$ cat src/rtl/instr_fetch_unit_if.sv
`default_nettype none
// ============================================================================
// Module      : instr_fetch_unit_if
// Description : Fetch-unit bus bundle: instruction-memory request/response,
//               PC redirect, and the decode-side valid/ready handshake.
// Revision    : 1.0 - initial release
// ============================================================================
interface instr_fetch_unit_if;
    logic        imem_req_valid;
    logic        imem_req_ready;
    logic [31:0] imem_addr;
    logic        imem_rsp_valid;
    logic [31:0] imem_rsp_data;
    logic        redirect_valid;
    logic [31:0] redirect_pc;
    logic        if_valid;
    logic [31:0] if_instr;
    logic [31:0] if_pc;
    logic [31:0] if_pc_plus4;
    logic        id_ready;

    modport master (
        output imem_req_valid, imem_addr, if_valid, if_instr, if_pc, if_pc_plus4,
        input  imem_req_ready, imem_rsp_valid, imem_rsp_data,
        input  redirect_valid, redirect_pc, id_ready
    );

    modport slave (
        input  imem_req_valid, imem_addr, if_valid, if_instr, if_pc, if_pc_plus4,
        output imem_req_ready, imem_rsp_valid, imem_rsp_data,
        output redirect_valid, redirect_pc, id_ready
    );
endinterface
`default_nettype wire

$ cat src/rtl/instr_fetch_unit.sv
`default_nettype none
// ============================================================================
// Module      : instr_fetch_unit
// Description : PC owner and in-order instruction queue feeding decode, with
//               credit-based request issue and redirect flush of wrong-path
//               queued and in-flight instructions.
// Revision    : 1.0 - initial release
// ============================================================================
module instr_fetch_unit #(
    parameter logic [31:0] RESET_PC   = 32'h0000_0000,
    parameter int          FIFO_DEPTH = 4,
    parameter int          CNT_W      = $clog2(FIFO_DEPTH) + 1
) (
    input  logic               clk,
    input  logic               reset,
    instr_fetch_unit_if.master bus
);

    localparam int             c_PTR_W = $clog2(FIFO_DEPTH);
    localparam logic [CNT_W:0] c_DEPTH = (CNT_W + 1)'(FIFO_DEPTH);

    logic [31:0]        r_q_instr [FIFO_DEPTH];
    logic [31:0]        r_q_pc    [FIFO_DEPTH];
    logic [c_PTR_W-1:0] r_head;
    logic [c_PTR_W-1:0] r_tail;
    logic [CNT_W-1:0]   r_q_count;
    logic [CNT_W-1:0]   r_live_cnt;
    logic [CNT_W-1:0]   r_stale_cnt;
    logic [31:0]        r_fetch_pc;
    logic [31:0]        r_rsp_pc;

    logic [CNT_W:0]     w_credit_used;
    logic [CNT_W:0]     w_outstanding;
    logic               w_req_valid;
    logic               w_req_fire;
    logic               w_rsp_taken;
    logic               w_rsp_drop;
    logic               w_rsp_push;
    logic               w_if_valid;
    logic               w_pop;
    logic [31:0]        w_redirect_tgt;
    logic               w_unused_redirect_bits;

    // Credits cover queued plus in-flight current-path words, so a response
    // always finds a free slot even when the queue is full and popping.
    assign w_credit_used = {1'b0, r_q_count} + {1'b0, r_live_cnt};
    assign w_outstanding = {1'b0, r_live_cnt} + {1'b0, r_stale_cnt};
    assign w_req_valid   = !reset && !bus.redirect_valid && (w_credit_used < c_DEPTH);
    assign w_req_fire    = w_req_valid && bus.imem_req_ready;
    assign w_rsp_taken   = bus.imem_rsp_valid && (w_outstanding != '0);
    assign w_rsp_drop    = bus.imem_rsp_valid && (r_stale_cnt != '0);
    assign w_rsp_push    = bus.imem_rsp_valid && (r_stale_cnt == '0) && (r_live_cnt != '0)
                           && !bus.redirect_valid;
    assign w_if_valid    = (r_q_count != '0);
    assign w_pop         = w_if_valid && bus.id_ready;

    assign w_redirect_tgt         = {bus.redirect_pc[31:2], 2'b00};
    assign w_unused_redirect_bits = ^bus.redirect_pc[1:0];

    assign bus.imem_req_valid = w_req_valid;
    assign bus.imem_addr      = r_fetch_pc;
    assign bus.if_valid       = w_if_valid;
    assign bus.if_instr       = w_if_valid ? r_q_instr[r_head] : 32'h0;
    assign bus.if_pc          = w_if_valid ? r_q_pc[r_head] : 32'h0;
    assign bus.if_pc_plus4    = w_if_valid ? (r_q_pc[r_head] + 32'd4) : 32'h0;

    always_ff @(posedge clk) begin
        if (w_rsp_push) begin
            r_q_instr[r_tail] <= bus.imem_rsp_data;
            r_q_pc[r_tail]    <= r_rsp_pc;
        end
    end

    always_ff @(posedge clk) begin
        if (reset) begin
            r_fetch_pc  <= RESET_PC;
            r_rsp_pc    <= RESET_PC;
            r_head      <= '0;
            r_tail      <= '0;
            r_q_count   <= '0;
            r_live_cnt  <= '0;
            r_stale_cnt <= '0;
        end else if (bus.redirect_valid) begin
            // Everything still in flight becomes stale; a response landing
            // this cycle is already consumed and not counted again.
            r_fetch_pc  <= w_redirect_tgt;
            r_rsp_pc    <= w_redirect_tgt;
            r_head      <= '0;
            r_tail      <= '0;
            r_q_count   <= '0;
            r_live_cnt  <= '0;
            r_stale_cnt <= CNT_W'(w_outstanding - {{CNT_W{1'b0}}, w_rsp_taken});
        end else begin
            if (w_req_fire) begin
                r_fetch_pc <= r_fetch_pc + 32'd4;
            end
            if (w_rsp_drop) begin
                r_stale_cnt <= r_stale_cnt - CNT_W'(1);
            end
            if (w_rsp_push) begin
                r_tail   <= r_tail + c_PTR_W'(1);
                r_rsp_pc <= r_rsp_pc + 32'd4;
            end
            if (w_pop) begin
                r_head <= r_head + c_PTR_W'(1);
            end
            r_live_cnt <= r_live_cnt + CNT_W'(w_req_fire) - CNT_W'(w_rsp_push);
            r_q_count  <= r_q_count + CNT_W'(w_rsp_push) - CNT_W'(w_pop);
        end
    end

    a_no_orphan_rsp: assert property (@(posedge clk) disable iff (reset)
        bus.imem_rsp_valid |-> (w_outstanding != '0));

    a_no_overflow: assert property (@(posedge clk) disable iff (reset)
        w_rsp_push |-> (({1'b0, r_q_count} < c_DEPTH) || w_pop));

endmodule
`default_nettype wire
$ cat src/flat_wrapper.sv
// flat-port wrapper written by rule: the top's interface ports become plain ports
module instr_fetch_unit_flat 
#(
    parameter logic [31:0] RESET_PC   = 32'h0000_0000,
    parameter int          FIFO_DEPTH = 4,
    parameter int          CNT_W      = $clog2(FIFO_DEPTH) + 1
)
  (clk, reset, bus_imem_req_valid, bus_imem_addr, bus_if_valid, bus_if_instr, bus_if_pc, bus_if_pc_plus4, bus_imem_req_ready, bus_imem_rsp_valid, bus_imem_rsp_data, bus_redirect_valid, bus_redirect_pc, bus_id_ready);
  instr_fetch_unit_if bus_i ();
  input  logic clk;
  input  logic reset;
  output wire logic [$bits(bus_i.imem_req_valid)-1:0] bus_imem_req_valid;
  output wire logic [$bits(bus_i.imem_addr)-1:0] bus_imem_addr;
  output wire logic [$bits(bus_i.if_valid)-1:0] bus_if_valid;
  output wire logic [$bits(bus_i.if_instr)-1:0] bus_if_instr;
  output wire logic [$bits(bus_i.if_pc)-1:0] bus_if_pc;
  output wire logic [$bits(bus_i.if_pc_plus4)-1:0] bus_if_pc_plus4;
  input wire logic [$bits(bus_i.imem_req_ready)-1:0] bus_imem_req_ready;
  input wire logic [$bits(bus_i.imem_rsp_valid)-1:0] bus_imem_rsp_valid;
  input wire logic [$bits(bus_i.imem_rsp_data)-1:0] bus_imem_rsp_data;
  input wire logic [$bits(bus_i.redirect_valid)-1:0] bus_redirect_valid;
  input wire logic [$bits(bus_i.redirect_pc)-1:0] bus_redirect_pc;
  input wire logic [$bits(bus_i.id_ready)-1:0] bus_id_ready;
  assign bus_imem_req_valid = bus_i.imem_req_valid;
  assign bus_imem_addr = bus_i.imem_addr;
  assign bus_if_valid = bus_i.if_valid;
  assign bus_if_instr = bus_i.if_instr;
  assign bus_if_pc = bus_i.if_pc;
  assign bus_if_pc_plus4 = bus_i.if_pc_plus4;
  assign bus_i.imem_req_ready = bus_imem_req_ready;
  assign bus_i.imem_rsp_valid = bus_imem_rsp_valid;
  assign bus_i.imem_rsp_data = bus_imem_rsp_data;
  assign bus_i.redirect_valid = bus_redirect_valid;
  assign bus_i.redirect_pc = bus_redirect_pc;
  assign bus_i.id_ready = bus_id_ready;
  instr_fetch_unit #(.RESET_PC(RESET_PC), .FIFO_DEPTH(FIFO_DEPTH), .CNT_W(CNT_W)) u_core (.clk(clk), .reset(reset), .bus(bus_i));
endmodule
$ cat config.mk
export PLATFORM = sky130hd
export DESIGN_NAME = instr_fetch_unit_flat
export DESIGN_NICKNAME = d
export VERILOG_FILES = /design/src/rtl/instr_fetch_unit_if.sv /design/src/rtl/instr_fetch_unit.sv /design/src/flat_wrapper.sv
export SDC_FILE = /design/constraint.sdc
export NUM_CORES = 1
export LEC_CHECK = 0
export CORE_MARGIN = 10
export CORE_UTILIZATION = 59
export DETAILED_ROUTE_END_ITERATION = 12
export PLACE_DENSITY_LB_ADDON = 0.2
export SYNTH_ARGS = -nofsm -noshare
export SYNTH_HDL_FRONTEND = slang
export SYNTH_SLANG_ARGS = --single-unit
$ cat constraint.sdc
create_clock -name clk -period 8.25 [get_ports clk]
set_input_delay 1.2375 -clock clk [delete_from_list [all_inputs] [get_ports clk]]
set_output_delay 1.2375 -clock clk [all_outputs]
set_load 0.01 [all_outputs]
======== Yosys cells after proc, flatten, opt, wreduce, memory -nomap -nowiden ========
Memories as Yosys holds them, arrays and structs flattened. A register that Yosys moved wholly into a read port is not among the register bits.
Cells that the tools add are included.
word-level totals
  register bits after elaboration ......... 77
  RAM bits ................................ 256
  input bits .............................. 70
  output and inout bits ................... 130
  word-level logic and storage cells ...... 60
  memories ................................ 2
cells by class
  add/subtract/negate cells ............... 13
  magnitude comparators ................... 1
  mux-type cells .......................... 15
  reduce and logical (&&, ||, !) cells .... 20
memory list
  memory            words  width  read ports  clocked after memory_dff  wr ports  RTL line                RTL
  u_core.r_q_instr  4      32     1           1                         1         instr_fetch_unit.sv:22  logic [31:0] r_q_instr [FIFO_DEPTH];
  u_core.r_q_pc     4      32     1           1                         1         instr_fetch_unit.sv:23  logic [31:0] r_q_pc [FIFO_DEPTH];
operators with widths
  cell                                                                   count
  32-bit two-way mux                                                     7
  32-bit by 3-bit adder with 32-bit output (second input constant)       3
  1-bit logical AND                                                      9
  3-bit nonzero test                                                     3
  3-bit by 1-bit subtractor with 3-bit output                            3
  3-bit by 3-bit adder with 4-bit output                                 2
  2-bit two-way mux                                                      4
  3-bit by 1-bit adder with 3-bit output                                 2
  3-bit two-way mux                                                      2
  2-bit nonzero test                                                     3
  2-bit by 1-bit adder with 2-bit output (second input constant)         2
  4-bit by 3-bit < comparator with 1-bit output (second input constant)  1
  4-bit nonzero test                                                     1
  3-bit zero test                                                        1
  3-bit by 1-bit subtractor with 3-bit output (second input constant)    1
  1-bit zero test                                                        2
  1-bit two-way mux                                                      2
  2-bit OR reduction                                                     1

======== Longest topological paths before layout ========
Gate-level depths: netlist (run 1).
  word-level depth ........................ 6
  gate-level depth with buffers ........... 13
  mapped depth without buffers ............ 13

======== Worst setup path after synthesis (run 1) ========
Ideal clock, no wire load.
  path kind ............................... reg-to-output
  from .................................... register with a tool-made name
  to ...................................... output bus_if_pc_plus4[26]
  data arrival time ....................... 2828 ps
  required time ........................... 7013 ps
  slack ................................... 4184 ps
  cell stages (with the launch flop) ...... 11
  path buffers ............................ 4
  path through ............................ dfxtp_1 -> buf_6 -> buf_12 -> buf_12 -> mux4_2 -> ha_1 -> nand3_2 -> or4_1 -> buf_2 -> or4_1 -> a21oi_1
RTL lines
  what       RTL line            RTL
  to (decl)  flat_wrapper.sv:17  output wire logic [$bits(bus_i.if_pc_plus4)-1:0] bus_if_pc_plus4;

==> impl_results.md, run 1 <==
* First-pass GRT wire length at between 50000 and 60000 µm
* Area growth syn-to-layout at 22.4%
* Routed len/inst at about 22 µm
* Share of layout cells above drive strength 1 at between 10% and 20%
* Fin crit share at between 70% and 80%
* CP dominant cell by count: or4_1
* Max clock buf depth at 3
* N_diodes at 0
* Antenna Violating Nets Remaining at 0
* Initial Util at about three fifths
* Peak VDD IR at around 0.14 mV
* Clock power frac at 43.1%
* Number of global-route vias before repair at around 9700
* Setup crit end kind: output port
* Count of different cell masters after synthesis at 63
* Routability congestion estimate at around 0.86
* Die area at roughly 0.031 mm²
* Register bit total from synthesis at about 320
* Slew @ Worst Pin at roughly 0.94 ns
* CP max stage cell: dfxtp_4
* P_int at 2.82 mW
* Synth warnings at 0
* Crit-path max cell delay at between 0.9 and 1 ns
* Cts repair resizes at 0
* Die Span X at 177 µm
* Top cells by area, synth: edfxtp_1 (51%), dfxtp_1 (10%), mux4_2 (6.9%)
* Critical Path Start Type: flip-flop
* Commonest cells post-synth: edfxtp_1 (248), dfxtp_1 (75), and2_1 (66)
* Postcts setup bufs at 0
* Largest net degree at the start of global routing at 63
* H-Tree Depth at 1
* Fill cells at 1529
* Logic pwr share at 5.9%
* Sequential-to-total area share from yosys stat at approximately 60%
* Final HPWL DP at about 23000 µm
* Via density at 6.13
* Initial DRC count at between 1000 and 1500
* Status: completed
* Worst Path Arrival at 4.58 ns
* Unrepaired setup endpoints after global routing: no
* Top-area cell type share of the netlist area at approximately half
* I/O pin cnt at 200
* Ys flop type: edfxtp_1
* FMAX at around 0.17 GHz
* Crit Path Category: flip-flop to output port
* Pins over their slew limit at 0
* Worst skew pair latency at ~0.56 ns
* Clk sinks at around 320
* DRC Markers at 0
* Pwr Total at 3.58 mW
* Row count at 57
* Root Buffer: clkbuf_16
* Final Hold Viols at 0
* Max_cap viols at 0
* Total core area at roughly 0.024 mm²
* Final nets at about 1300
* Post-synth EDFFs at approximately 250
* Hold buffer count at CTS at 0
* Hold path startpoint: u_core.bus.imem_addr[31]$_SDFFE_PP0P_
* Pwr Density at 200 mW/mm²
* Clock Skew at about 0.016 ns
* Switching power at roughly 760 µW
* I/O Buffers at 191
* Tightest Hold Check Type: flip-flop to flip-flop
* Most common cell in the netlist: edfxtp_1
* Initial antenna violation count at 0
* Mapped Cells at ~1100
* Via count at 9828
* Sw Share at 21.2%
* Final wirelength at ~36000 µm
* Post-Syn Area at approximately 0.015 mm²
* Die height at 177 µm
* Detailed-router iteration count before antenna repair at 6
* Required time of the critical path at approximately 7 ns
* CP cell instances: mux4_1, ha_1, nand3_2, or4_1, or4_1, a21oi_1, clkdlybuf4s50_1
* Setup violators final at 0
* Leak at 5.92 nW
* CTS tree: done
* Tmin final at between 5 and 6 ns
* Final Util at around three quarters
* Worst-path maximum fanout at between 40 and 50
* Reg power frac at between 50% and 60%
* Grt ovf at 0
* Synth area leader: edfxtp_1
* Mapped Avg Cell Area at approximately 14 µm²
* Rel. slew slack at 36.4%
* Min Hold Slack at 0.527 ns
* FFs w/ async S/R, synth at 0%
* Setup_tns at 0 ns
* Worst r2r src: u_core.r_q_count[2]$_SDFF_PP0_
* Reg clk slew, reported paths at about 0.060 ns
* Total Routing Usage GR at approximately 22%
* TritonCTS Buffers at 31
[worst paths after layout]
path / end / slack (ns) / cells past startpoint
worst min register to register: u_core.bus.imem_addr[31]$_SDFFE_PP0P_ / 0.53 / 2
worst max register to register: u_core.r_q_count[2]$_SDFF_PP0_ / 5.15 / 13
worst max-delay path: bus_if_pc_plus4[26] / 2.43 / 7
worst min-delay path: u_core.bus.imem_addr[31]$_SDFFE_PP0P_ / 0.53 / 2
[critical path: cells and delay by family (launching register included)]
family,cells,cell delay [ns]
muxes,1,0.56
adders and majority gates,1,0.27
AOI/OAI and AO/OA,1,0.15
buffers and inverters,1,0.59
DFF,1,0.91
and+or+nand+nor,3,1.50
[placed cells by master (no fill, tap or decap), types with 31 or more instances in the layout]
master,Yosys,routed
edfxtp_1,248,248
clkdlybuf4s50_1,0,190
nor2_1,63,63
nand2_1,55,55
dfxtp_1,75,73
and2_1,66,66
clkbuf_16,0,31
inv_1,38,38
mux4_2,45,45
a21oi_1,38,38
[routing by layer]
layer  share of wire, %  up-vias  routed length, µm  global-route usage (%)
met5                  0        -                  0                       0
met4                1.6        0                573                    5.00
met3                9.7       37               3460                    4.44
met2                 47      516              16700                    35.3
met1                 42     4813              14900                    31.1
li1                   -     4462                  -                       -
[per-stage QoR]
stage | setup WS, ns | instances | area, µm²
after global placement | 3.08 | 1546 | 16800
after CTS | 2.40 | 1604 | 17900
after floorplan | 4.18 | 1077 | 14600
after detailed placement | 3.03 | 1546 | 16800
after global routing | 2.18 | 1604 | 17900
final | 2.43 | 1604 | 17900
[final cells by class]
class | instances | area (µm²) | share of cell area, %
repair buffers | 207 | 2030 | 11.3
clock inverters | 23 | 315 | 1.76
inverters | 40 | 150 | 0.839
multi-input cells | 652 | 5230 | 29.2
clock buffers | 35 | 821 | 4.59
flip-flops and latches | 323 | 8950 | 50.0
well taps | 324 | 405 | 2.26
[logic make-up after synthesis]
group	after synthesis	synth area share, %
xor gates and xnor gates	54	3.23
other	1	0.0256
DFF	323	61.2
and+or+nand+nor	355	13.3
AOI/OAI and AO/OA	143	6.22
adders and majority gates	23	2.12
muxes	71	10.6
buffers and inverters	102	3.23
[power by group through the flow]
stage | Combinational, mW | Sequential [mW] | Clock, mW
2_1_floorplan | 0.113 | 1.85 | 0
3_3_place_gp | 0.205 | 1.86 | 0
3_5_place_dp | 0.210 | 1.86 | 0
4_1_cts | 0.212 | 1.82 | 1.56
5_1_grt | 0.236 | 1.83 | 1.63
6_report | 0.212 | 1.83 | 1.54
[flip-flops by register name (all words and copies together) (netlist names), named ones only]
signal	cells
u_core.r_q_instr	128
u_core.r_q_pc	120
u_core.bus.imem_addr	30
u_core.r_rsp_pc	30
u_core.r_live_cnt	3
u_core.r_q_count	3
u_core.r_stale_cnt	3
u_core.r_head	2
u_core.r_tail	2
No activity file was read; power rests on OpenSTA's default activity.
==> run 2: changes to the inputs <==
- CORE_UTILIZATION: 59 -> 50
- clock period: 8.25 -> 5.3 ns (I/O delays scaled with it)
==> run 2 against run 1 <==
- core utilization fell by 11 points
- critical endpoint unchanged
- global-route usage down 3.5 points
- register-to-register slack got worse by 2.8 ns
- wire length shrank 3.5%
- critical path type unchanged
- largest cell class unchanged
- cell count grew 4.3%
- via count shrank 2.4%
- first-iteration DRC count is 32% lower
- die area up 16%
==> impl_results.md, run 2 (synthesis gave the netlist of run 1 again) <==
* I/O pin cnt at 200
* Initial antenna violation count at 0
* Cts repair resizes at 0
* Postcts setup bufs at 0
* Tightest Hold Check Type: flip-flop to flip-flop
* CTS tree: done
* Fill cells at 2206
* Post-route cell area at between 0.015 and 0.02 mm²
* Hold Path Depth at 2
* Tmin final at 4.83 ns
* Max clock buf depth at 3
* Unrepaired setup endpoints after global routing: no
* Reg2Reg Depth at 12
* Max_cap viols at 0
* Biggest regs: u_core.r_q_instr (128), u_core.r_q_pc (120)
* Leak at 5.98 nW
* Worst setup margin at approximately 0.47 ns
* Critical Path Start Type: flip-flop
* Total core area at 0.0288 mm²
* Area growth syn-to-layout at 23.7%
* CP cell instances: buf_4, mux4_2, nand3_2, or4_1, or4_1, a21oi_1, clkdlybuf4s50_1
* Via density at 5.73
* Bufs and invs on worst path at 2
* Root Buffer: clkbuf_16
* DRC Markers at 0
* Setup violators final at 0
* Clock Skew at ~0.011 ns
* Routed len/inst at about 21 µm
* CP max stage cell: or4_1
* Total Routing Usage GR at 18.6%
* CP dominant cell by count: or4_1
* Reg clk slew, reported paths at ~0.06 ns
* Row count at slightly above 60
* Die Span X at approximately 190 µm
* Crit path depth at 7
* Status: completed
* Crit-path max cell delay at 0.74 ns
* Placed cell count at about 1600
* FMAX at slightly above 0.2 GHz
* Pwr Density at between 300 and 400 mW/mm²
* Grt ovf at 0
* Final Hold Viols at 0
* Worst skew pair latency at slightly above 0.5 ns
* Via count at between 9000 and 10000
* Initial Util at 50.8%
* Die area at 0.0365 mm²
* Number of global-route vias before repair at 9510
* Slew @ Worst Pin at 0.983 ns
* Initial DRC count at 749
* Routability congestion estimate at a little under 0.9
* Hold buffer count at CTS at 0
* Worst Path Arrival at 4.04 ns
* Final nets at 1356
* Top reg by flops: u_core.r_q_instr
* Fin crit share at around 91%
* N_diodes at 0
* Largest net degree at the start of global routing at 63
* Required time of the critical path at ~4.5 ns
* TritonCTS Buffers at 34
* Most common cell after layout, fill and taps aside: edfxtp_1
* I/O Buffers at approximately 190
* Pwr Total at ~5.6 mW
* Die height at about 190 µm
* Clk sinks at roughly 320
* Cell class contributing the biggest share of worst-path delay: simple AND/OR/NAND/NOR gates
* Rel. slew slack at 34.2%
* Pins over their slew limit at 0
* Final HPWL DP at about 23000 µm
* Worst slack at placement at between 0.9 and 1 ns
* Setup_tns at 0 ns
* Final Util at ~63%
* Max reg flops at between 100 and 150
* Min Hold Slack at 0.505 ns
* Area of the multi-input gates at 0.00523 mm²
* Antenna Violating Nets Remaining at 0
* Setup crit end kind: output port
* Crit Path Category: flip-flop to output port
* Reg area at between 0.008 and 0.009 mm²
* First-pass GRT wire length at roughly 54000 µm
* Final wirelength at around 34000 µm
* Peak VDD IR at about 0.2 mV
* Share of layout cells above drive strength 1 at between 10 and 15%
* Placed Area at approximately 0.017 mm²
* Leading cell types in the layout, fill and taps excluded: edfxtp_1 (248), clkdlybuf4s50_1 (190), dfxtp_1 (73)
* H-Tree Depth at 2
* Worst-path maximum fanout at 17
* Post-Layout Cell Count at 1673
* Detailed-router iteration count before antenna repair at 5
-- run 2: worst paths after layout --
kind              slack (ns)                           start                              to
setup / recovery        0.47                       flip-flop             bus_if_pc_plus4[26]
hold / removal          0.50   u_core.r_tail[1]$_SDFFE_PP0P_   u_core.r_tail[1]$_SDFFE_PP0P_
setup reg to reg        2.33  u_core.r_q_count[2]$_SDFF_PP0_  u_core.r_q_count[2]$_SDFF_PP0_
hold reg to reg         0.50   u_core.r_tail[1]$_SDFFE_PP0P_   u_core.r_tail[1]$_SDFFE_PP0P_
-- run 2: area by class of cell --
type	count	area share (%)
tap	384	2.66
sequential	323	49.5
clock buffer	43	5.11
timing repair buffer	212	11.6
inverter	40	0.830
multi-input combinational	652	28.9
clock inverter	19	1.34
-- run 2: routing by layer --
| layer | global-route usage (%) | share of wire (%) |
|---|---|---|
| met2 | 27.6 | 44 |
| met3 | 4.97 | 9.3 |
| met1 | 26.4 | 44 |
| met4 | 5.72 | 2.3 |
| met5 | 0 | 0 |
-- run 2: power breakdown --
| group | switching, mW | internal (mW) | total, mW |
|---|---|---|---|
| registers | 0.0716 | 2.77 | 2.84 |
| logic | 0.167 | 0.165 | 0.332 |
| clock network | 0.958 | 1.49 | 2.45 |
| total | 1.20 | 4.43 | 5.62 |
-- run 2: worst register-to-register path, cell delays in order (launching register included) --
cell and delay [ns]:
dfxtp_1 0.35, nor3_2 0.42, inv_1 0.18, buf_4 0.32, and2_1 0.33, ha_1 0.30, inv_1 0.05, ha_1 0.13
inv_1 0.05, fa_1 0.37, xor2_1 0.18, xnor2_1 0.14, nor2_1 0.05
==> run 3: changes to the inputs <==
- CAP_MARGIN: default -> 20
- CORE_MARGIN: 10 -> 4
- CORE_UTILIZATION: 50 -> 28
==> run 3 against run 2 <==
- clock-buffer cell count grew 1
- sequential share of layout area shrank 1.3 points
- wire length grew 15%
- core utilization shrank 27 points
- first-iteration DRC count shrank 1.5%
- cell count grew 18%
- cell area grew 2.6%
- setup slack lost 0.18 ns
- non-clock buffer count grew 2
- maximum frequency shrank 3.6%
- global-route usage shrank 4.9 points
- critical path type unchanged
- critical endpoint unchanged
- largest cell class unchanged
==> impl_results.md, run 3 (synthesis gave the netlist of run 1 again) <==
* Sw Share at 21.7%
* Pins over their slew limit at 0
* Routed len/inst at approximately 20 µm
* Logic pwr share at around 5.8%
* I/O Buffers at between 150 and 200
* Clock power frac at ~45%
* TritonCTS Buffers at 37
* Max clock buf depth at 3
* Unrepaired setup endpoints after global routing: no
* Worst r2r dst: u_core.r_rsp_pc[31]$_SDFFE_PP0P_
* Reg clk slew, reported paths at ~0.06 ns
* Slew @ Worst Pin at 1.09 ns
* Pwr Density at ~310 mW/mm²
* Reg power frac at between 40% and 50%
* Status: completed
* CP cell instances: mux4_1, ha_1, nand3_2, or4_1, or4_1, a21oi_1, clkdlybuf4s50_1
* Worst skew pair latency at ~0.54 ns
* Die area at between 0.05 and 0.06 mm²
* Root Buffer: clkbuf_16
* Leak at a little over 6 nW
* Cts repair resizes at 0
* Worst-path maximum fanout at 24
* CP dominant cell by count: or4_1
* Peak VDD IR at approximately 0.16 mV
* Hold Path Depth at 2
* Bufs and invs on worst path at 1
* Hold buffer count at CTS at 0
* Routability congestion estimate at between 0.8 and 0.9
* I/O pin cnt at 200
* Grt ovf at 0
* Worst Path Arrival at around 4.2 ns
* First-pass GRT wire length at 59700 µm
* Max_cap viols at 0
* Via count at 9579
* Antenna Violating Nets Remaining at 0
* Hold Path End: u_core.r_tail[1]$_SDFFE_PP0P_
* Fin crit share at about 95%
* Post-Layout Cell Count at about 2000
* H-Tree Depth at 2
* Initial DRC count at 738
* Hold path startpoint: u_core.r_tail[1]$_SDFFE_PP0P_
* Most common cell after layout, fill and taps aside: edfxtp_1
* Placed cell count at ~1900
* Final HPWL DP at between 20000 and 30000 µm
* Required time of the critical path at around 4.5 ns
* P_int at 4.53 mW
* Die height at between 200 and 250 µm
* Total core area at just over 0.05 mm²
* Setup violators final at 0
* Top reg by flops: u_core.r_q_instr
* Row count at between 80 and 90
* Final nets at between 1000 and 1500
* R2R Setup Slk at about 2.3 ns
* Setup_tns at 0 ns
* Biggest regs: u_core.r_q_instr (128), u_core.r_q_pc (120)
* CP max stage cell: or4_1
* FMAX at 0.199 GHz
* Postcts setup bufs at 0
* Tmin final at 5.01 ns
* Reg2Reg Depth at 5
* CTS tree: done
* DRC Markers at 0
* Initial Util at between 20% and 30%
* Initial antenna violation count at 0
* Clock Skew at between 0.03 and 0.04 ns
* Crit-path max cell delay at just under 0.8 ns
* Switching power at approximately 1.3 mW
* Number of global-route vias before repair at between 9000 and 10000
* Fill cells at slightly above 5000
* Leading cell types in the layout, fill and taps excluded: edfxtp_1 (248), clkdlybuf4s50_1 (190), dfxtp_1 (73)
* Setup crit end kind: output port
* Tightest Hold Check Type: flip-flop to flip-flop
* Rel. slew slack at a little over a quarter
* Detailed-router iteration count before antenna repair at 5
* Clk sinks at between 300 and 400
* Share of layout cells above drive strength 1 at around 11%
* Largest net degree at the start of global routing at 63
* Cell class contributing the biggest share of worst-path delay: simple AND/OR/NAND/NOR gates
* Total Routing Usage GR at between 10% and 20%
* Die Span X at ~240 µm
* Via density at approximately 4.8
* Final wirelength at a little under 40000 µm
* Crit Path Category: flip-flop to output port
* Worst r2r src: u_core.r_rsp_pc[8]$_SDFFE_PP0P_
* Final Hold Viols at 0
* Critical Path Start Type: flip-flop
* Area growth syn-to-layout at 26.9%
* Crit path depth at 7
* Max reg flops at 128
[run 3: tightest hold or removal path: stages (launching register included)]
cell	delay, ns
dfxtp_1	0.34
nand2_1	0.07
a21oi_1	0.06
[run 3: worst max-delay path by stage]
stage                                endpoint  slack [ns]
after detailed placement  bus_if_pc_plus4[26]        0.81
after global routing      bus_if_pc_plus4[26]        0.02
final                     bus_if_pc_plus4[26]        0.29
after CTS                 bus_if_pc_plus4[26]        0.20
after floorplan           bus_if_pc_plus4[26]        1.68
after global placement    bus_if_pc_plus4[26]        0.80
[run 3: per-stage QoR]
stage / power [mW] / hold WS (ns) / utilization [%] / worst slack [ns] / area, µm²
after floorplan: 3.05 / 0.469 / - / 1.68 / 14600
after global placement: 3.23 / 0.487 / 33.6 / 0.802 / 17300
after detailed placement: 3.24 / 0.503 / 33.6 / 0.812 / 17300
after CTS: 5.87 / 0.518 / 36.0 / 0.202 / 18600
after global routing: 6.02 / 0.557 / 36.0 / 0.0177 / 18600
final: 5.79 / 0.514 / 36.0 / 0.286 / 18600
[run 3: layout make-up]
class / count / area [µm²] / area share, %
Tap cell: 680 / 851 / 4.58
Clock inverter: 23 / 239 / 1.29
Antenna cell: 1 / 2.50 / 0.0135
Inverter: 40 / 150 / 0.809
Clock buffer: 44 / 1000 / 5.41
Sequential cell: 323 / 8950 / 48.2
Timing Repair Buffer: 214 / 2130 / 11.5
Multi-Input combinational cell: 652 / 5230 / 28.2
[run 3: power groups by stage]
stage / sequential [mW] / clock (mW) / combinational, mW
2_1_floorplan: 2.87 / 0 / 0.176
3_3_place_gp: 2.90 / 0 / 0.335
3_5_place_dp: 2.90 / 0 / 0.338
4_1_cts: 2.85 / 2.68 / 0.340
5_1_grt: 2.85 / 2.80 / 0.373
6_report: 2.85 / 2.60 / 0.338
[run 3: routing by layer]
metal / part of all wire [%] / vias to the layer above / global-route usage (%)
met5: 0 / - / 0
met4: 1.7 / 0 / 3.24
met3: 6.2 / 38 / 3.04
met2: 43 / 316 / 19.8
met1: 49 / 4725 / 21.2
li1: - / 4500 / -
